<file path="src/rtl/dmux4_dispatcher_pkg.sv">
// rtl/dmux4_dispatcher_pkg.sv - shared select codes, state encoding and rotation helper
package dmux4_dispatcher_pkg;

  localparam logic [1:0] SEL_A = 2'd0;
  localparam logic [1:0] SEL_B = 2'd1;
  localparam logic [1:0] SEL_C = 2'd2;
  localparam logic [1:0] SEL_D = 2'd3;

  localparam int DISP_CNT_W = 8;

  typedef enum logic {
    EMPTY = 1'b0,
    FULL  = 1'b1
  } state_t;

  // First ready consumer scanning from ptr; falls back to ptr when nobody is ready.
  function automatic logic [1:0] pick_target(input logic [1:0] ptr,
                                             input logic [3:0] rdy,
                                             input logic       skip);
    logic [1:0] idx;
    logic       found;
    pick_target = ptr;
    found       = 1'b0;
    if (skip) begin
      for (int i = 0; i < 4; i++) begin
        idx = ptr + 2'(i);
        if (!found && rdy[idx]) begin
          pick_target = idx;
          found       = 1'b1;
        end
      end
    end
  endfunction

endpackage

</file>
<file path="src/rtl/dmux4_fanout.sv">
// rtl/dmux4_fanout.sv - per-bit 4-way demultiplexers for held data and valid
module dmux4_way
  import dmux4_dispatcher_pkg::*;
(
  input  logic       in,
  input  logic [1:0] sel,
  output logic       a,
  output logic       b,
  output logic       c,
  output logic       d
);

  always_comb begin
    a = 1'b0;
    b = 1'b0;
    c = 1'b0;
    d = 1'b0;
    case (sel)
      SEL_A:   a = in;
      SEL_B:   b = in;
      SEL_C:   c = in;
      SEL_D:   d = in;
      default: a = 1'b0;
    endcase
  end

endmodule

module dmux4_fanout #(
  parameter int WIDTH = 1
) (
  input  logic [WIDTH-1:0]   data,
  input  logic               valid,
  input  logic [1:0]         sel,
  output logic [4*WIDTH-1:0] out_data,
  output logic [3:0]         out_valid
);

  for (genvar g = 0; g < WIDTH; g++) begin : g_bit
    dmux4_way u_way (
      .in  (data[g]),
      .sel (sel),
      .a   (out_data[g]),
      .b   (out_data[WIDTH+g]),
      .c   (out_data[2*WIDTH+g]),
      .d   (out_data[3*WIDTH+g])
    );
  end

  dmux4_way u_valid (
    .in  (valid),
    .sel (sel),
    .a   (out_valid[0]),
    .b   (out_valid[1]),
    .c   (out_valid[2]),
    .d   (out_valid[3])
  );

endmodule

</file>
<file path="src/rtl/dmux4_dispatcher.sv">
// rtl/dmux4_dispatcher.sv - one-deep holding register dispatched round-robin to four sinks
module dmux4_dispatcher
  import dmux4_dispatcher_pkg::*;
#(
  parameter int WIDTH     = 1,
  parameter bit SKIP_BUSY = 1'b1
) (
  input  logic                  clk,
  input  logic                  reset,
  input  logic                  flush,
  input  logic [WIDTH-1:0]      in_data,
  input  logic                  in_valid,
  output logic                  in_ready,
  output logic [4*WIDTH-1:0]    out_data,
  output logic [3:0]            out_valid,
  input  logic [3:0]            out_ready,
  output logic [1:0]            sel,
  output logic                  busy,
  output logic [DISP_CNT_W-1:0] disp_cnt
);

  state_t                state_q, state_d;
  logic [WIDTH-1:0]      hold_data_q, hold_data_d;
  logic [1:0]            ptr_q, ptr_d;
  logic [DISP_CNT_W-1:0] cnt_q, cnt_d;
  logic [1:0]            target;
  logic                  hold_valid;
  logic                  fire;
  logic                  accept;

  assign hold_valid = (state_q == FULL);
  assign target     = pick_target(ptr_q, out_ready, SKIP_BUSY);
  assign fire       = hold_valid & out_ready[target] & ~flush;
  assign in_ready   = ~flush & (~hold_valid | fire);
  assign accept     = in_valid & in_ready;

  assign sel      = target;
  assign busy     = hold_valid;
  assign disp_cnt = cnt_q;

  always_ff @(posedge clk) begin
    if (reset) begin
      state_q     <= EMPTY;
      hold_data_q <= '0;
      ptr_q       <= 2'd0;
      cnt_q       <= '0;
    end else begin
      state_q     <= state_d;
      hold_data_q <= hold_data_d;
      ptr_q       <= ptr_d;
      cnt_q       <= cnt_d;
    end
  end

  // A dispatch and a new accept in the same cycle keep the register FULL.
  always_comb begin
    state_d     = state_q;
    hold_data_d = hold_data_q;
    ptr_d       = ptr_q;
    cnt_d       = cnt_q;
    if (accept) begin
      state_d     = FULL;
      hold_data_d = in_data;
    end else if (fire || flush) begin
      state_d = EMPTY;
    end
    if (fire) begin
      ptr_d = target + 2'd1;
      cnt_d = cnt_q + DISP_CNT_W'(1);
    end
  end

  dmux4_fanout #(.WIDTH(WIDTH)) u_fanout (
    .data      (hold_data_q),
    .valid     (hold_valid),
    .sel       (target),
    .out_data  (out_data),
    .out_valid (out_valid)
  );

endmodule
</file>
<file path="config.mk">
export PLATFORM = sky130hd
export DESIGN_NAME = dmux4_dispatcher
export DESIGN_NICKNAME = d
export VERILOG_FILES = /design/src/rtl/dmux4_dispatcher_pkg.sv /design/src/rtl/dmux4_fanout.sv /design/src/rtl/dmux4_dispatcher.sv
export SDC_FILE = /design/constraint.sdc
export NUM_CORES = 1
export LEC_CHECK = 0
export CAP_MARGIN = 20
export CORE_MARGIN = 2
export CORE_UTILIZATION = 44
export DETAILED_ROUTE_END_ITERATION = 10
export GPL_ROUTABILITY_DRIVEN = 0
export PLACE_DENSITY_LB_ADDON = 0.3
export SYNTH_ARGS = -nofsm -noshare
export SYNTH_HDL_FRONTEND = slang
export SYNTH_SLANG_ARGS = --single-unit
</file>
<file path="constraint.sdc">
create_clock -name clk -period 3.15 [get_ports clk]
set_clock_uncertainty 0.1 [all_clocks]
set_input_delay 0.63 -clock clk [delete_from_list [all_inputs] [get_ports clk]]
set_output_delay 0.63 -clock clk [all_outputs]
set_load 0.01 [all_outputs]
</file>
==> impl_summary.txt, run 1 <==
----------------------------------------------------
[Pwr]
  Leakage dissipation ... 0.483 nW
  Worst supply voltage drop on vdd ... 0.252 mV
  PwrDens ... 293 mW/mm2

[CTS]
  Inserted Clock Buffers ... 3
  Clock transition time at the flip-flop clock pins of the worst setup and hold paths ... 80 ps
  Clock Latency Late Sink ... 280 ps
  Buffers from clock root to sink, at most ... 2
  CTS H-tree depth ... 1
  Total number of clock tree sinks ... 12
  TritonCTS clock tree ... yes
  Clock Tree Root ... clkbuf_4

[Final layout]
  Share of layout cells above drive strength 1 ... 0.212
  Final layout net count ... 150
  Area growth, synth to finish ... 43.5%
  Count of inserted antenna diode cells ... 0
  Utilization of the core after routing ... 0.651

[Synthesis]
  Yosys warns ... 0
  Share of the yosys chip area belonging to registers ... 0.278
  Distinct cell type count of the synthesized netlist ... 38
  Number of synthesized register bits ... 12
  Number of nets produced by synthesis ... 116
  Avg Synthesized Cell Area ... 8.30 um2
  Total standard cell area after synthesis ... 863 um2
  Cells after synthesis ... 104

[STA]
  Worst relative slew slack ... 0.679
  # setup viols final ... 0
  Final worst hold slack ... 436 ps
  Pins Over Slew Limit ... 0
  Setup TNS after final layout ... 0 ps
  PnR worst setup slack ... 109 ps
  Worst Max-Slew Pin Slew ... 480 ps
  Minimum clock period ... 3040 ps
  Top achievable clock speed ... 0.329 GHz
  Final hold violation count ... 0
  Unrepaired setup endpoints after global routing ... no
  Share of the clock period used by the worst path after layout ... 0.965

[Placed design]
  Worst slack, placed ... -254 ps
  Final HPWL from detailed placement ... 1450 um
  Buffers added on ports ... 28

[GRT]
  Global-route wire length before repair ... 2880 um
  Pin count of the biggest net entering global routing ... 13
  Aggregate global-route resource usage ... 0.178
  Vias in the first global route ... 730
  Remaining Overflow, GRT ... 0
  Antenna violations before repair ... 0

[Detailed routing]
  Routed length per placed instance ... 11.3 um
  Remaining routing DRC violations ... 0
  1st-iter DRT viols ... 8
  Aggregate routed wire length ... 1860 um
  1st-pass router iterations ... 4
  Via density per instance ... 5.10
  Vias ... 837
  Final antenna-violating net count ... 0

[Die]
  # IOs ... 29
  Height of the die ... 48.3 um
  Die Width ... 48.3 um
  Initial Util ... 0.454
  Area of the die ... 0.00233 mm2
  Total number of placement rows ... 16
  Core Area ... 0.00190 mm2

[Worst setup path]
  Highest net fanout along the worst path ... 3
  Worst setup SP type ... input pin
  Minimum setup slack among reg-to-reg paths ... 1270 ps
  CP Data Required Time ... 2420 ps
  Kind of end point of the critical path ... output pin
  Worst Reg-to-Reg Cells ... 8
  Startpoint-to-endpoint class of the critical path ... input pin to output pin
  Worst endpoint data arrival time ... 2310 ps

[Run]
  Max cap viols ... 0

[Run status]
  Result of the run ... completed

[Worst hold path]
  Cell count of the worst hold path ... 2
  Class of the tightest hold or removal check ... register to register

----------------------------------------------------
layout by cell type (no fill, tap or decap), types with 4 or more instances in the layout:
cell / n
clkdlybuf4s50_1: 20
buf_4: 14
dfxtp_1: 12
nor2_1: 11
dlygate4sd2_1: 8
and2_1: 6
inv_1: 4
a21oi_1: 4
o21ai_0: 4
xnor2_1: 4
worst max-delay path: stages:
cell,delay (ps)
dlygate4sd2_1,250
nor2b_2,170
o21a_1,200
a211oi_2,180
buf_4,140
buf_4,100
inv_1,30
ha_1,190
and2_1,150
dlygate4sd2_1,270
synthesized netlist by cell type:
cell        n  share of area
a211o_2     1          0.012
a211oi_1    3          0.026
a21bo_1     1          0.012
a21boi_0    2          0.017
a21oi_1     5          0.029
a21oi_2     2          0.020
and2_1      6          0.043
and4_1      1          0.010
and4b_1     1          0.012
buf_2       2          0.012
buf_4       8          0.070
buf_6       1          0.013
clkbuf_1    2         0.0087
dfxtp_1    12           0.28
ha_1        3          0.043
inv_1       4          0.017
mux2i_1     1          0.012
nand2_1     2         0.0087
nand2b_1    1         0.0073
nand3_1     2          0.012
nand3b_1    3          0.026
nand4b_1    1          0.010
nor2_1     11          0.048
nor2b_1     3          0.022
nor3_1      3          0.017
nor3b_1     2          0.017
nor3b_2     1          0.014
nor4_4      1          0.025
o21a_1      2          0.017
o21ai_0     5          0.029
o21bai_1    1         0.0087
o22ai_1     1         0.0073
o2bb2ai_1   1          0.010
o31ai_1     1         0.0087
or3_1       1         0.0073
or3_2       1         0.0087
xnor2_1     4          0.041
xor2_1      2          0.020
metal layers:
| metal | vias to the layer above | global-route usage | part of all wire |
|---|---|---|---|
| met1 | 388 | 0.219 | 0.47 |
| li1 | 421 | - | - |
| met4 | 0 | 0.0919 | 0.016 |
| met2 | 24 | 0.289 | 0.47 |
| met3 | 4 | 0.0370 | 0.046 |
| met5 | - | 0 | 0 |
registers in the layout (all words and copies together), names as in the netlist:
| register | count |
|---|---|
| ptr_q | 2 |
| hold_data_q | 1 |
| busy | 1 |
| disp_cnt | 8 |
per-stage QoR:
stage	total power [W]	instance area [um2]	instances
2_1_floorplan	0.000200	863	104
5_1_grt	0.000381	1240	164
3_3_place_gp	0.000239	1190	159
3_5_place_dp	0.000240	1190	159
6_report	0.000363	1240	164
4_1_cts	0.000368	1240	164
path summary, 6_finish.rpt:
path | startpoint | endpoint
max | out_ready[2] | out_data[2]
min | disp_cnt[7]$_SDFFE_PP0P_ | disp_cnt[7]$_SDFFE_PP0P_
max reg2reg | ptr_q[0]$_SDFFE_PP0P_ | ptr_q[1]$_SDFFE_PP0P_
min reg2reg | disp_cnt[7]$_SDFFE_PP0P_ | disp_cnt[7]$_SDFFE_PP0P_
cell families (layout without fill, tap and decap cells):
group / count (synthesis) / after routing / synth area share
simple gates: 40 / 40 / 0.288
compound gates: 25 / 25 / 0.197
buf+inv: 17 / 50 / 0.120
flops: 12 / 12 / 0.278
xor+xnor: 6 / 6 / 0.0609
fa+ha+maj: 3 / 3 / 0.0435
mux: 1 / 1 / 0.0116
area by class of cell:
cell class	instances	area [um2]
well taps	27	33.8
inverters	4	15.0
fillers	171	663
multi-input cells	75	538
repair buffers	42	375
flip-flops and latches	12	240
clock buffers	4	36.3
power by group:
group | switching [W] | total (W) | internal, W | leakage, nW
clock network | 0.0000538 | 0.000124 | 0.0000703 | 0.0210
logic | 0.0000349 | 0.0000799 | 0.0000450 | 0.365
registers | 0.00000452 | 0.000159 | 0.000154 | 0.0971
total | 0.0000932 | 0.000363 | 0.000269 | 0.483
timing repair:
action                     in CTS  in global routing
hold buffers                    0                  0
gates resized for setup        14                  0
setup endpoints to repair      10                  0
buffers inserted                1                  0
Note: power is estimated with default switching activity, not from simulation.
==> run 2: changes to the inputs <==
Settings changed: CAP_MARGIN 20 to not set, CTS_BUF_LIST set to sky130_fd_sc_hd__clkbuf_8 sky130_fd_sc_hd__clkbuf_16, PLACE_DENSITY set to 0.76, PLACE_DENSITY_LB_ADDON 0.3 to not set.
==> impl_summary.txt, run 2 (synthesis gave the netlist of run 1 again) <==
----------------------------------------------------
[Run status]
  Result of the run ... completed

[Pwr]
  PwrDens ... 329 mW/mm2 (+12%)
  Worst supply voltage drop on vdd ... 0.261 mV (+3.8%)
  Leakage dissipation ... 0.493 nW (+2.0%)
  Total power ... 0.000417 W (+15%)

[CTS]
  Buffers from clock root to sink, at most ... 2 (unchanged)
  Clock Tree Root ... clkbuf_8
  Inserted Clock Buffers ... 3 (unchanged)
  Cts-stage hold buffer count ... 0 (unchanged)
  Clock transition time at the flip-flop clock pins of the worst setup and hold paths ... 60 ps (-20 ps)
  CTS H-tree depth ... 1 (unchanged)
  Total number of clock tree sinks ... 12 (unchanged)
  Clock Latency Late Sink ... 240 ps (-40 ps)
  TritonCTS clock tree ... yes

[STA]
  # setup viols final ... 0 (unchanged)
  Unrepaired setup endpoints after global routing ... no
  PnR worst setup slack ... 74.2 ps (-35.2 ps)
  Final hold violation count ... 0 (unchanged)
  Worst relative slew slack ... 0.691 (+0.0123)
  Minimum clock period ... 3080 ps (+35.2 ps)
  Share of the clock period used by the worst path after layout ... 0.976 (+0.0112)
  Top achievable clock speed ... 0.325 GHz (-1.1%)
  Pins Over Slew Limit ... 0 (unchanged)
  Worst Max-Slew Pin Slew ... 462 ps (-18.4 ps)

[Final layout]
  Final layout net count ... 151 (+0.67%)
  Final std cell area, no fill ... 0.00127 mm2 (+2.2%)
  Commonest cells after routing, fill and taps aside ... clkdlybuf4s50_1 (20), buf_4 (15), dfxtp_1 (12), nor2_1 (11), and2_1 (6)
  Area growth, synth to finish ... 46.7%
  Count of inserted antenna diode cells ... 0 (unchanged)
  Max reg flops ... 8 (unchanged)
  Utilization of the core after routing ... 0.666 (+0.0145)
  Share of layout cells above drive strength 1 ... 0.239 (+0.0275)
  Most common cell after layout, fill and taps aside ... clkdlybuf4s50_1
  Filler-free cell count of the finished design ... 165 (+0.61%)

[Worst setup path]
  Kind of end point of the critical path ... output pin
  Worst endpoint data arrival time ... 2350 ps (+40 ps)
  Startpoint-to-endpoint class of the critical path ... input pin to output pin
  CP Data Required Time ... 2420 ps (about the same)
  Worst setup SP type ... input pin
  Highest net fanout along the worst path ... 6 (+3)

[Detailed routing]
  Wl on met1 ... 960 um (+9.7%)
  Via density per instance ... 5.10 (-0.13%)
  WL met2 ... 1060 um (+22%)
  Remaining routing DRC violations ... 0 (unchanged)
  Vias ... 841 (+0.48%)
  1st-iter DRT viols ... 13 (+5)
  Aggregate routed wire length ... 2130 um (+15%)
  1st-pass router iterations ... 4 (unchanged)
  Topmost layer with routed signal wires ... met4
  Final antenna-violating net count ... 0 (unchanged)
  Routed length per placed instance ... 12.9 um (+14%)
  Wire length on met3 ... 95 um (+12%)

[Placed design]
  Worst slack, placed ... -387 ps (-133 ps)
  Buffers added on ports ... 28 (unchanged)
  Cell area after placement ... 0.00117 mm2 (-1.3%)
  Final HPWL from detailed placement ... 1480 um (+2.3%)
  Placed cell count ... 157 (-1.3%)

[GRT]
  Remaining Overflow, GRT ... 0 (unchanged)
  Pin count of the biggest net entering global routing ... 13 (unchanged)
  Aggregate global-route resource usage ... 0.195 (+0.0172)
  Antenna violations before repair ... 0 (unchanged)
  Vias in the first global route ... 701 (-4.0%)
  Global-route wire length before repair ... 3080 um (+7.2%)

[Die]
  # IOs ... 29 (unchanged)
  Core Area ... 0.00190 mm2 (unchanged)
  Initial Util ... 0.454 (unchanged)
  Die Width ... 48.3 um (unchanged)
  Area of the die ... 0.00233 mm2 (unchanged)
  Total number of placement rows ... 16 (unchanged)
  Height of the die ... 48.3 um (unchanged)

[Worst hold path]
  Class of the tightest hold or removal check ... register to register

[Run]
  Max cap viols ... 0 (unchanged)

----------------------------------------------------
==> run 2: critical path: stages <==
cell and delay [ps]:
clkdlybuf4s15_1 290, nor2b_2 80, o21a_1 180, a211oi_2 270
buf_4 170, buf_4 90, inv_1 30, ha_1 180
and2_1 140, dlygate4sd2_1 270
==> run 2: power breakdown <==
group          leakage, nW  internal [W]  switching, W   total, W
clock network       0.0288      0.000111     0.0000609   0.000171
logic                0.367     0.0000476     0.0000389  0.0000865
registers           0.0971      0.000154    0.00000456   0.000159
total                0.493      0.000313      0.000104   0.000417
==> run 2: final timing paths <==
check,from,end,slack (ps),cells after the start
max reg2reg,ptr_q[0]$_SDFFE_PP0P_,ptr_q[1]$_SDFFE_PP0P_,1190,8
max,out_ready[3],out_valid[2],70,10
min reg2reg,disp_cnt[7]$_SDFFE_PP0P_,disp_cnt[7]$_SDFFE_PP0P_,420,2
min,disp_cnt[7]$_SDFFE_PP0P_,disp_cnt[7]$_SDFFE_PP0P_,420,2
==> run 2: area by class of cell <==
cell class / count / area (um2)
Timing Repair Buffer: 43 / 378
Clock buffer: 4 / 55.1
Fill cell: 170 / 636
Tap cell: 27 / 33.8
Inverter: 4 / 15.0
Sequential cell: 12 / 240
Multi-Input combinational cell: 75 / 544
==> run 2: routing by layer <==
layer  track usage  up-vias
li1              -      423
met1         0.236      386
met2         0.332       30
met3        0.0481        2
met4        0.0703        0
met5             0        -
==> run 2: repair_timing <==
action	in CTS	in global routing
resized for setup	14	9
endpoints found under the setup margin	10	3
setup buffers	3	1
pin swaps	3	1
==> run 2: stage by stage <==
step | setup TNS [ps] | hold slack, ps
2_1_floorplan | 0 | 429
3_3_place_gp | -1870 | 395
6_report | 0 | 423
5_1_grt | 0 | 458
3_5_place_dp | -2330 | 410
4_1_cts | 0 | 435
==> run 3: changes to the inputs <==
Settings changed: CAP_MARGIN set to 20, TNS_END_PERCENT set to 10.
==> impl_summary.txt, run 3 (synthesis gave the netlist of run 1 again) <==
----------------------------------------------------
[CTS]
  TritonCTS clock tree ... yes
  Total number of clock tree sinks ... 12 (unchanged)
  Inserted Clock Buffers ... 3 (unchanged)
  CTS H-tree depth ... 1 (unchanged)
  Clock Tree Root ... clkbuf_8
  Clock transition time at the flip-flop clock pins of the worst setup and hold paths ... 60 ps (about the same)
  Clock Latency Late Sink ... 240 ps (about the same)
  Buffers from clock root to sink, at most ... 2 (unchanged)

[Final layout]
  Share of layout cells above drive strength 1 ... 0.239 (unchanged)
  Most common cell after layout, fill and taps aside ... clkdlybuf4s50_1
  Count of inserted antenna diode cells ... 0 (unchanged)
  Final std cell area, no fill ... 0.00126 mm2 (-0.20%)
  Area growth, synth to finish ... 46.4%
  Commonest cells after routing, fill and taps aside ... clkdlybuf4s50_1 (19), buf_4 (15), dfxtp_1 (12), nor2_1 (11)
  Filler-free cell count of the finished design ... 165 (unchanged)
  Final layout net count ... 151 (unchanged)
  Max reg flops ... 8 (unchanged)

[Detailed routing]
  Via density per instance ... 5.13 (+0.59%)
  Topmost layer with routed signal wires ... met4
  Wl on met1 ... 958 um (-0.21%)
  WL met2 ... 1060 um (unchanged)
  1st-iter DRT viols ... 17 (+4)
  1st-pass router iterations ... 5 (+1)
  Vias ... 846 (+0.59%)
  Routed length per placed instance ... 13.1 um (+1.4%)
  Remaining routing DRC violations ... 0 (unchanged)
  Final antenna-violating net count ... 0 (unchanged)
  Aggregate routed wire length ... 2160 um (+1.4%)
  Wire length on met3 ... 91 um (-4.2%)

[Die]
  Height of the die ... 48.3 um (unchanged)
  Core Area ... 0.00190 mm2 (unchanged)
  # IOs ... 29 (unchanged)
  Total number of placement rows ... 16 (unchanged)
  Die Width ... 48.3 um (unchanged)
  Initial Util ... 0.454 (unchanged)
  Area of the die ... 0.00233 mm2 (unchanged)

[STA]
  # setup viols final ... 0 (unchanged)
  Share of the clock period used by the worst path after layout ... 0.976 (about the same)
  Worst relative slew slack ... 0.693 (+0.00171)
  Final worst hold slack ... 422 ps (-0.371 ps)
  Top achievable clock speed ... 0.325 GHz (about the same)
  Worst Max-Slew Pin Slew ... 459 ps (-2.55 ps)
  Minimum clock period ... 3070 ps (-0.989 ps)
  Pins Over Slew Limit ... 0 (unchanged)
  Unrepaired setup endpoints after global routing ... no
  Setup TNS after final layout ... 0 ps (unchanged)
  Final hold violation count ... 0 (unchanged)

[Placed design]
  Buffers added on ports ... 28 (unchanged)
  Final HPWL from detailed placement ... 1480 um (unchanged)
  Cell area after placement ... 0.00117 mm2 (unchanged)
  Placed cell count ... 157 (unchanged)

[Worst setup path]
  Minimum setup slack among reg-to-reg paths ... 1180 ps (about the same)
  Reg2Reg Capture Point ... ptr_q[1]$_SDFFE_PP0P_
  Worst Reg-to-Reg Cells ... 8 (unchanged)
  Launch point of the worst reg-to-reg path ... ptr_q[1]$_SDFFE_PP0P_
  Worst endpoint data arrival time ... 2340 ps (about the same)
  CP Data Required Time ... 2420 ps (about the same)
  Kind of end point of the critical path ... output pin
  Highest net fanout along the worst path ... 5 (-1)
  Worst setup SP type ... input pin
  Startpoint-to-endpoint class of the critical path ... input pin to output pin

[Worst hold path]
  Hold path startpoint ... disp_cnt[7]$_SDFFE_PP0P_
  Worst hold endpoint ... disp_cnt[7]$_SDFFE_PP0P_
  Class of the tightest hold or removal check ... register to register
  Cell count of the worst hold path ... 2 (unchanged)

[Pwr]
  PwrDens ... 329 mW/mm2 (about the same)
  Leakage dissipation ... 0.502 nW (+1.8%)
  Worst supply voltage drop on vdd ... 0.260 mV (-0.49%)
  Total power ... 0.000416 W (-0.24%)

[Run]
  Max cap viols ... 0 (unchanged)

[GRT]
  Pin count of the biggest net entering global routing ... 13 (unchanged)
  Antenna violations before repair ... 0 (unchanged)
  Vias in the first global route ... 721 (+2.9%)
  Remaining Overflow, GRT ... 0 (unchanged)
  Global-route wire length before repair ... 3120 um (+1.1%)
  Aggregate global-route resource usage ... 0.197 (+0.00227)

[Run status]
  Result of the run ... completed

----------------------------------------------------
==> run 3: what timing repair did <==
action	CTS	global route
endpoints found under the setup margin	10	3
gates resized for setup	15	6
pin swaps	3	1
buffers inserted	3	1
gates cloned	0	0
hold buffers	0	0
==> run 3: worst max path at each step <==
stage | startpoint | endpoint | cells past startpoint
2_1_floorplan | out_ready[2] | out_data[2] | 8
3_3_place_gp | out_ready[3] | out_data[2] | 9
3_5_place_dp | out_ready[3] | out_data[2] | 9
4_1_cts | out_ready[2] | out_data[2] | 11
5_1_grt | out_ready[3] | sel[1] | 8
6_report | out_ready[0] | out_data[3] | 7
==> run 3: routing by layer <==
layer,up-vias,global-route usage
met5,-,0
li1,422,-
met2,29,0.326
met1,388,0.230
met3,7,0.0556
met4,0,0.103
==> run 3: critical path, cell delays in order <==
cell and delay (ps):
dlygate4sd2_1 280, buf_4 160, nor2b_1 120, o21ai_0 100, a211o_2 320, a21boi_0 160, clkdlybuf4s50_1 560
==> run 3: cell type report <==
cell class	instances	area, um2
inverter	4	15.0
clock buffer	4	55.1
sequential	12	240
timing repair buffer	43	378
multi-input combinational	75	542
tap	27	33.8
fill	171	638
==> run 3: report_power, final <==
part           total (W)  switching, W  internal, W  leakage [nW]
combinational  0.0000861     0.0000391    0.0000470         0.376
sequential      0.000159    0.00000451     0.000154        0.0971
clock           0.000171     0.0000603     0.000111        0.0288
total           0.000416      0.000104     0.000312         0.502
==> run 3: per-stage QoR <==
step	worst slack, ps	util
finish	75.2	0.664
global route	28.2	0.664
CTS	27.6	0.662
global placement	-358	0.616
detailed placement	-387	0.616
floorplan	213	-
==> edit: new RTL, flow settings as in run 3 <==
Set the parameter `SKIP_BUSY` to 1'b0 (it was 1'b1).
--- a/src/rtl/dmux4_dispatcher.sv
+++ b/src/rtl/dmux4_dispatcher.sv
@@ -3,7 +3,7 @@
   import dmux4_dispatcher_pkg::*;
 #(
   parameter int WIDTH     = 1,
-  parameter bit SKIP_BUSY = 1'b1
+  parameter bit SKIP_BUSY = 1'b0
 ) (
   input  logic                  clk,
   input  logic                  reset,
Behaviour: not the same (Yosys sat finds a counterexample within 4 cycles, from zero or initial values and one cycle with reset high).
==> edit against run 3 <==
Critical path depth shrank 2; worst setup slack gained 0.21 ns; synthesized area shrank 9.4%; cell area shrank 16%; first-iteration DRC count shrank 59%; utilization shrank 3.6 points; routed wire length shrank 30%; sequential cell count is the same; highest routed layer unchanged.
Power is not compared: it rests on default switching activity, and its combinational part moved more than twofold at a synthesized area within 25%.
==> edit: results (changes against run 3) <==
Detailed routing
  • 1st-iter DRT viols: 7 (was 17)
  • Pre-antenna DRT Iters: 4 (was 5)
  • DRT met1 WL: 675 um (was 958 um)
  • DRT Wirelength: 1515 um (was 2157 um)
  • WL met3: 93 um (was 91 um)
  • Max layer used: met4 (unchanged)
  • Met2 WL: 715 um (was 1056 um)
  • Vias: 682 (was 846)

Yosys
  • Sequential area share after synthesis: 30.72% (was 27.83%)
  • Syn_nets: 101 (was 116)
  • Synth cell types: 27 (was 38)
  • Synth Area in Adders: 8.000% (was 4.348%)
  • Synth Area in XOR/XNOR: 2.240% (was 6.087%)
  • Syn avg cell area: 8.989 sq um (was 8.301 sq um)
  • Synth cell count leaders: dfxtp_1 (12), nor2_1 (11), and2_1 (10) (was dfxtp_1 (12), nor2_1 (11), buf_4 (8))
  • Post-synthesis mux area share: 10.72% (was 1.159%)
  • Synth Area in Compound Gates: 11.04% (was 19.71%)
  • Top post-synthesis cells by area: dfxtp_1 (31%), and2_1 (8.0%), ha_1 (8.0%) (was dfxtp_1 (28%), buf_4 (7.0%), nor2_1 (4.8%))

Critical path
  • Delay-heaviest family, CP: buffers and inverters (unchanged)
  • Worst setup path end: in_ready (was out_data[3])
  • Worst R2R Path Depth: 4 (was 8)
  • WP data arrival: 2.14 ns (was 2.34 ns)
  • Crit-path max cell delay: 0.48 ns (was 0.56 ns)
  • Crit path launch: out_ready[3] (was out_ready[0])
  • Crit Reg-Reg Endpoint: disp_cnt[7] (was ptr_q[1])
  • FF-to-FF Start: sel[0] (was ptr_q[1])
  • Crit Path Max Fanout: 3 (was 5)
  • R2r setup slk: 1.28 ns (was 1.18 ns)

CTS
  • Gates resized, CTS repair: 0 (was 15)
  • CTS max path bufs: 2 (unchanged)
  • Post-CTS Repair Setup Buffers: 0 (was 3)

Cells and area
  • Fin cells: 126 (was 165)
  • Layout cells sized above 1: 5.505% (was 23.91%)

Placed design
  • DP HPWL: 1166 um (was 1484 um)
  • Placed Cells: 123 (was 157)
  • Pre-CTS setup slack: 0.2842 ns (was -0.3874 ns)

Global route
  • Vias in the first global route: 551 (was 721)
  • First-pass GRT wire length: 2366 um (was 3118 um)
  • Met2 usage in global routing: 25.56% (was 32.63%)
  • Grt met1 use: 18.87% (was 22.97%)
  • GRT Overall Usage: 15.53% (was 19.71%)
  • Pin count of the biggest net entering global routing: 18 (was 13)
  • Met3 Usage GRT: 2.745% (was 5.556%)

Outcome
  • Status: complete, no violations (unchanged)

STA
  • Period utilization: 91.06% (was 97.61%)
  • Slew Limit Headroom: 62.54% (was 69.27%)

Power
  • Sw Pwr: about 0.070 mW
## edit: area by class of cell
type	instances	area (sq um)
timing repair buffer	28	280.3
fill	161	628.1
sequential	12	240.2
multi-input combinational	62	462.9
inverter	4	15.01
tap	17	21.27
clock buffer	3	41.29
## edit: through the flow
stage / area, sq um / utilization (%)
3_3_place_gp: 1020 / 60.37
4_1_cts: 1061 / 62.81
5_1_grt: 1061 / 62.81
6_report: 1061 / 62.81
2_1_floorplan: 782.0 / -
3_5_place_dp: 1020 / 60.37
## edit: worst min-delay path by stage
stage | slack, ns | endpoint | cells after the start | start
finish | 0.41 | hold_data_q | 2 | hold_data_q
global route | 0.44 | hold_data_q | 2 | hold_data_q
CTS | 0.42 | hold_data_q | 2 | hold_data_q
detailed placement | 0.41 | hold_data_q | 2 | hold_data_q
global placement | 0.40 | disp_cnt[4] | 2 | disp_cnt[4]
floorplan | 0.37 | hold_data_q | 2 | hold_data_q
